`src/rtl/rr_pkt_mux_arb.sv`:
```
// rr_pkt_mux_arb: round-robin packet arbiter with a registered output beat.
// Optional stall watchdog compiled in with RR_PKT_MUX_ARB_TIMEOUT_EN.
module rr_pkt_mux_arb #(
    parameter int WIDTH     = 32,
    parameter int CNT       = 5,
    parameter int SEL_WIDTH = 3,
    parameter int TIMEOUT   = 16
) (
    input  logic                 clk,
    input  logic                 rst_n,
    input  logic [CNT-1:0]       in_valid,
    input  logic [CNT-1:0]       in_last,
    input  logic [WIDTH*CNT-1:0] in_data,
    output logic [CNT-1:0]       in_ready,
    output logic [SEL_WIDTH-1:0] sel,
    output logic [CNT-1:0]       gnt,
    output logic                 out_valid,
    output logic                 out_last,
    output logic [WIDTH-1:0]     out_data,
    input  logic                 out_ready,
    output logic                 busy,
    output logic                 timeout_err
);

    typedef enum logic {IDLE, BUSY} state_t;

    state_t               state, state_d;
    logic [SEL_WIDTH-1:0] ptr, ptr_d, sel_d;
    logic [SEL_WIDTH-1:0] pick, pick_hi, pick_lo;
    logic [CNT-1:0]       gnt_d;
    logic                 hi_any, lo_any;
    logic                 cur_valid, cur_last;
    logic [WIDTH-1:0]     cur_data;
    logic                 take, accept, wd_fire;

    if ((2 ** SEL_WIDTH) < CNT) begin : g_sel_chk
        $error("SEL_WIDTH too narrow to encode CNT requesters");
    end

    // Round-robin pick: lowest requester above ptr, else lowest overall.
    always_comb begin
        pick_hi = '0;
        pick_lo = '0;
        hi_any  = 1'b0;
        lo_any  = 1'b0;
        for (int i = CNT - 1; i >= 0; i--) begin
            if (in_valid[i]) begin
                lo_any  = 1'b1;
                pick_lo = SEL_WIDTH'(i);
            end
            if (in_valid[i] && (i > int'(ptr))) begin
                hi_any  = 1'b1;
                pick_hi = SEL_WIDTH'(i);
            end
        end
        pick = hi_any ? pick_hi : pick_lo;
    end

    // Steer the granted requester's beat using the one-hot grant.
    always_comb begin
        cur_valid = 1'b0;
        cur_last  = 1'b0;
        cur_data  = '0;
        for (int i = 0; i < CNT; i++) begin
            if (gnt[i]) begin
                cur_valid = in_valid[i];
                cur_last  = in_last[i];
                cur_data  = in_data[WIDTH*i +: WIDTH];
            end
        end
    end

    assign busy     = (state == BUSY);
    assign take     = busy && (!out_valid || out_ready);
    assign in_ready = {CNT{take}} & gnt;
    assign accept   = take && cur_valid;

`ifdef RR_PKT_MUX_ARB_TIMEOUT_EN
    localparam int CW = $clog2(TIMEOUT + 1);

    logic [CW-1:0] wd_cnt, wd_cnt_d;

    // Count stalled grant cycles; fire when the limit is reached.
    always_comb begin
        wd_cnt_d = wd_cnt;
        wd_fire  = 1'b0;
        if (!busy || accept) begin
            wd_cnt_d = '0;
        end else if (!cur_valid) begin
            wd_cnt_d = wd_cnt + CW'(1);
            if (wd_cnt_d == CW'(TIMEOUT)) begin
                wd_fire  = 1'b1;
                wd_cnt_d = '0;
            end
        end
    end

    // Watchdog counter and one-cycle release pulse.
    always_ff @(posedge clk) begin
        if (!rst_n) begin
            wd_cnt      <= '0;
            timeout_err <= 1'b0;
        end else begin
            wd_cnt      <= wd_cnt_d;
            timeout_err <= wd_fire;
        end
    end
`else
    assign wd_fire     = 1'b0;
    assign timeout_err = 1'b0;
`endif

    // Next grant state: arbitrate in IDLE, hold the grant for a packet.
    always_comb begin
        state_d = state;
        ptr_d   = ptr;
        sel_d   = sel;
        gnt_d   = gnt;
        unique case (state)
            IDLE: begin
                if (lo_any) begin
                    state_d = BUSY;
                    sel_d   = pick;
                    gnt_d   = CNT'(1) << pick;
                end
            end
            BUSY: begin
                if ((accept && cur_last) || wd_fire) begin
                    state_d = IDLE;
                    ptr_d   = sel;
                    gnt_d   = '0;
                end
            end
            default: state_d = IDLE;
        endcase
    end

    // Grant state register.
    always_ff @(posedge clk) begin
        if (!rst_n) begin
            state <= IDLE;
            ptr   <= SEL_WIDTH'(CNT - 1);
            sel   <= '0;
            gnt   <= '0;
        end else begin
            state <= state_d;
            ptr   <= ptr_d;
            sel   <= sel_d;
            gnt   <= gnt_d;
        end
    end

    // Output beat register: load on accept, clear on drain.
    always_ff @(posedge clk) begin
        if (!rst_n) begin
            out_valid <= 1'b0;
            out_last  <= 1'b0;
            out_data  <= '0;
        end else if (accept) begin
            out_valid <= 1'b1;
            out_last  <= cur_last;
            out_data  <= cur_data;
        end else if (out_ready) begin
            out_valid <= 1'b0;
        end
    end

endmodule

```
`config.mk`:
```
export PLATFORM = sky130hd
export DESIGN_NAME = rr_pkt_mux_arb
export DESIGN_NICKNAME = d
export VERILOG_FILES = /design/src/rtl/rr_pkt_mux_arb.sv
export SDC_FILE = /design/constraint.sdc
export NUM_CORES = 1
export LEC_CHECK = 0
export ABC_AREA = 1
export BUFFER_PORTS_ARGS = -buffer_cell sky130_fd_sc_hd__buf_2
export CAP_MARGIN = 20
export CORE_ASPECT_RATIO = 1.25
export CORE_MARGIN = 5
export CORE_UTILIZATION = 42
export DETAILED_ROUTE_END_ITERATION = 16
export PLACE_DENSITY = 0.89
export SLEW_MARGIN = 40
export SYNTH_ARGS = -nofsm -noshare
export SYNTH_HDL_FRONTEND = slang
export SYNTH_SLANG_ARGS = --single-unit
```
`constraint.sdc`:
```
create_clock -name clk -period 1.6 [get_ports clk]
set_input_delay 0.16 -clock clk [delete_from_list [all_inputs] [get_ports clk]]
set_output_delay 0.16 -clock clk [all_outputs]
set_load 0.05 [all_outputs]
```
Word level (Yosys, flattened, before mapping)
Cells that the tools add are included.

cells by class
  order comparisons = 4
  bitwise operators = 2
  reduce and logical (&&, ||, !) cells = 13
  shifts and indexed selects = 1
  multiplexer cells = 42
  eq/ne operators = 2

operator list
  operator             count
  $mux 32              5
  $mux 3               10
  $mux 1               23
  $mux 5               2
  $pmux 5 s2           1
  $logic_and 1x1->1    7
  $gt 2x3->1 const A   2
  $reduce_and 2->1     3
  $and 5x5->5          1
  $shl 1x3->5 const A  1
  $gt 1x3->1 const A   1
  $gt 3x3->1 const A   1
  $ne 2x1->1 const B   1
  $ne 2x2->1 const B   1
  $pmux 1 s2           1
  $reduce_bool 2->1    1
  $logic_not 1->1      1
  $logic_or 1x1->1     1
  $not 1->1            1

storage, ports and cells
  output and inout bits = 49
  register bits after elaboration = 46

Logic depth before layout (Yosys ltp)
  word-level depth = 10
  depth in mapped cells = 11

Worst setup path after synthesis
No wires, ideal clock.

  path kind = register to output
  start = register gnt[3]
  end = output port in_ready[3]
  cell stages (with the launch flop) = 5
  data arrival time = 1896 ps
  required time = 1440 ps
  path slack = -456 ps
  cell sequence = dfxtp_1 inv_1 buf_2 buf_1 nor2_1

on the way
  longest elaborated chain between the ends = 1

ends and longest elaborated chain
  element                 RTL line  text
  start, declared         16        output logic [CNT-1:0] gnt,
  start signal, assigned  149       gnt <= gnt_d;
  $and 5x5->5             75        assign in_ready = {CNT{take}} & gnt;
  end, declared           14        output logic [CNT-1:0] in_ready,

No other way between the ends.

Worst setup path in the final report
  start = register gnt[2]
  end = output port in_ready[2]

Same word-level chain as after synthesis.

==> flow_metrics.tcl <==
set metrics [dict create \
    antenna_found_initial 0 \
    holdPathStages 3 \
    r2r-start "gnt[3]$_SDFFE_PN0P_" \
    vias 4270 \
    power_leakage_nw 2.43 \
    synth_top_cells_by_count "nand2_1, a21oi_1, dfxtp_1, o21ai_0, o211ai_1" \
    cts_setup_buffers 0 \
    synthTopCellsByArea "dfxtp_1, a21oi_1, nand2_1" \
    grt_max_degree 33 \
    clk_latency_ns 0.30 \
    rsz0062_at_grt "false" \
    synth_nets 673 \
    wl_per_cell_um 15.4 \
    synth_edf_count 0 \
    synth.most_common_cell "nand2_1" \
    overflow 0 \
    status "finished clean" \
    finalNetCount 880 \
    synth_seq_cells 46 \
    end_kind "output pin" \
    coreArea_um2 7310 \
    cts-root-buf "clkbuf_8" \
    worst-endpoint-arrival_ns 1.35 \
    crit_required_ns 1.44 \
    rows 35 \
    die_area_um2 9280 \
    io_buffers 220 \
    top_usage_layer "met2" \
    die_w_um 87.2 \
    yosysTopAreaCellShare_pct 29.4 \
    first_iter_violations 176 \
    fin_area_um2 4460 \
    antenna-diode-count 0 \
    fin_crit_ns 1.51 \
    hpwlAfterDp_um 9590 \
    drc 0 \
    via_per_inst 5.34 \
    cts_sinks 46 \
    placed_cell_area_um2 4350 \
    routed_wl_um 12300 \
    final_antenna_net_count 0 \
    max_freq_mhz 661 \
    initial_core_util_pct 42.8 \
    r2r_cells 5 \
    holdPathEnd "out_data[26]$_SDFFE_PN0P_" \
    synth_cell_types 25 \
    cts_inserted_buffers 5 \
    hp-start "in_data[122]" \
    die_h_um 106 \
    finalCritPeriodShare_pct 94.6 \
    r2r-end "out_data[19]$_SDFFE_PN0P_" \
    areaGrowthSynthToFinish_pct 42.7 \
    async_flop_share_pct 0 \
    ys.flop_type "dfxtp_1" \
    gp_congestion 0.921 \
    ios 222 \
    maxCapViolCount 0 \
    htreeDepth 2 \
    p_per_area_nw_per_um2 977 \
    cts_tree "built" \
    ys_warn_count 0 \
    path_clk_slew_ns 0.09 \
    track_usage_pct 24.7 \
    ir_drop_mv 0.512 \
    clock_skew_ns 0.00620 \
    final_cells 800 \
    crit_type "flip-flop to output pin" \
    met3_usage_pct 4.11 \
    syn_inst 500 \
    dp.cells 792 \
    yosysSeqAreaShare_pct 29.4 \
    maxSlewViolCount 0 \
    firstDrtPassIters 4 \
    grt_util_met1_pct 28.6 \
    grt_pass1_wl_um 18500 \
    synth_area_leader_cell "dfxtp_1" \
    grt_pass1_vias 4001 \
    p_total_mw 4.36 \
    nFillCells 706 \
    cts.path.max_buffers 2 \
    hold_viol 0 \
    setup_viol 0 \
    fin_ws_ns 0.0868 \
    avgSynthCellArea_um2 6.26 \
    finalSetupTns_ns 0 \
    final_layout_size_suffix_gt1_share_pct 38.4 \
    grtUsageMet2_pct 44.8 \
    crit_fanout 13 \
    r2r_slack_ns 0.19 \
    syn_area_um2 3130 \
    min_path_type "primary input to flip-flop" \
    pre_cts_ws_ns 0.213 \
    cp-start-kind "flip-flop" \
]
[cells in the final DEF, fill, tap and decap left out, drive strengths merged, types with 7 or more instances in the layout]
cell type,Yosys,final
nand3,15,15
o211ai,34,34
dfxtp,46,46
clkbuf,19,7
inv,20,20
a21oi,112,112
nand2,131,131
o21ai,67,67
buf,20,238
nor2,33,33
[worst max path at each step]
stage | from | endpoint | slack, ns
after floorplan | busy$_SDFF_PN0_ | in_ready[0] | -0.18
after global placement | gnt[3]$_SDFFE_PN0P_ | out_data[21]$_SDFFE_PN0P_ | 0.26
after detailed placement | gnt[3]$_SDFFE_PN0P_ | out_data[18]$_SDFFE_PN0P_ | 0.21
after CTS | out_valid$_SDFFE_PN0P_ | in_ready[1] | 0.02
after global routing | gnt[4]$_SDFFE_PN0P_ | in_ready[4] | 0.006
final | gnt[2]$_SDFFE_PN0P_ | in_ready[2] | 0.09
[final cells by class]
type	instances	area, µm²	share of cell area, %
Inverter	20	80.1	1.79
Multi-Input combinational cell	395	1930	43.3
Tap cell	92	115	2.58
Clock buffer	6	72.6	1.63
Clock inverter	2	37.5	0.841
Sequential cell	46	927	20.8
Timing Repair Buffer	239	1300	29.1
[timing repair]
| item | in CTS | in global routing |
|---|---|---|
| endpoints found under the setup margin | 0 | 3 |
| endpoints found under the hold margin | 0 | 0 |
| resized for setup | 0 | 4 |
| hold buffers | 0 | 0 |
[power by group]
| part | total (mW) | leakage [nW] | switching (mW) | internal (mW) |
|---|---|---|---|---|
| clock | 0.860 | 0.0514 | 0.393 | 0.466 |
| combinational | 2.11 | 2.00 | 1.40 | 0.718 |
| sequential | 1.39 | 0.378 | 0.0984 | 1.29 |
| total | 4.36 | 2.43 | 1.89 | 2.47 |
[per-stage QoR]
| step | utilization [%] | hold slack, ns |
|---|---|---|
| after global placement | 59.4 | 0.444 |
| after global routing | 61.0 | 0.151 |
| after CTS | 60.9 | 0.143 |
| after floorplan | - | 0.354 |
| after detailed placement | 59.4 | 0.456 |
| final | 61.0 | 0.151 |
[flip-flops by register name (all words and copies together), names as in the netlist]
register and cells:
out_data 32, gnt 5, ptr 3, sel 3, busy 1, out_last 1
out_valid 1
[critical path, cell delays in order (launching register included)]
cell	delay [ns]
dfxtp_2	0.41
inv_2	0.07
buf_4	0.19
nor2_2	0.11
buf_2	0.26
[routing by layer]
metal | vias up | wire (µm)
met2 | 221 | 6390
met3 | 20 | 1130
li1 | 2131 | -
met4 | 0 | 256
met1 | 1898 | 4540
met5 | - | 0
[logic make-up after synthesis]
| group | Yosys count | share of synthesized area (%) |
|---|---|---|
| AOI/OAI and AO/OA | 214 | 37.8 |
| and+or+nand+nor | 180 | 23.5 |
| buffers and inverters | 59 | 9.12 |
| DFF | 46 | 29.4 |
| other | 1 | 0.120 |
(Power assumes the default switching activity.)
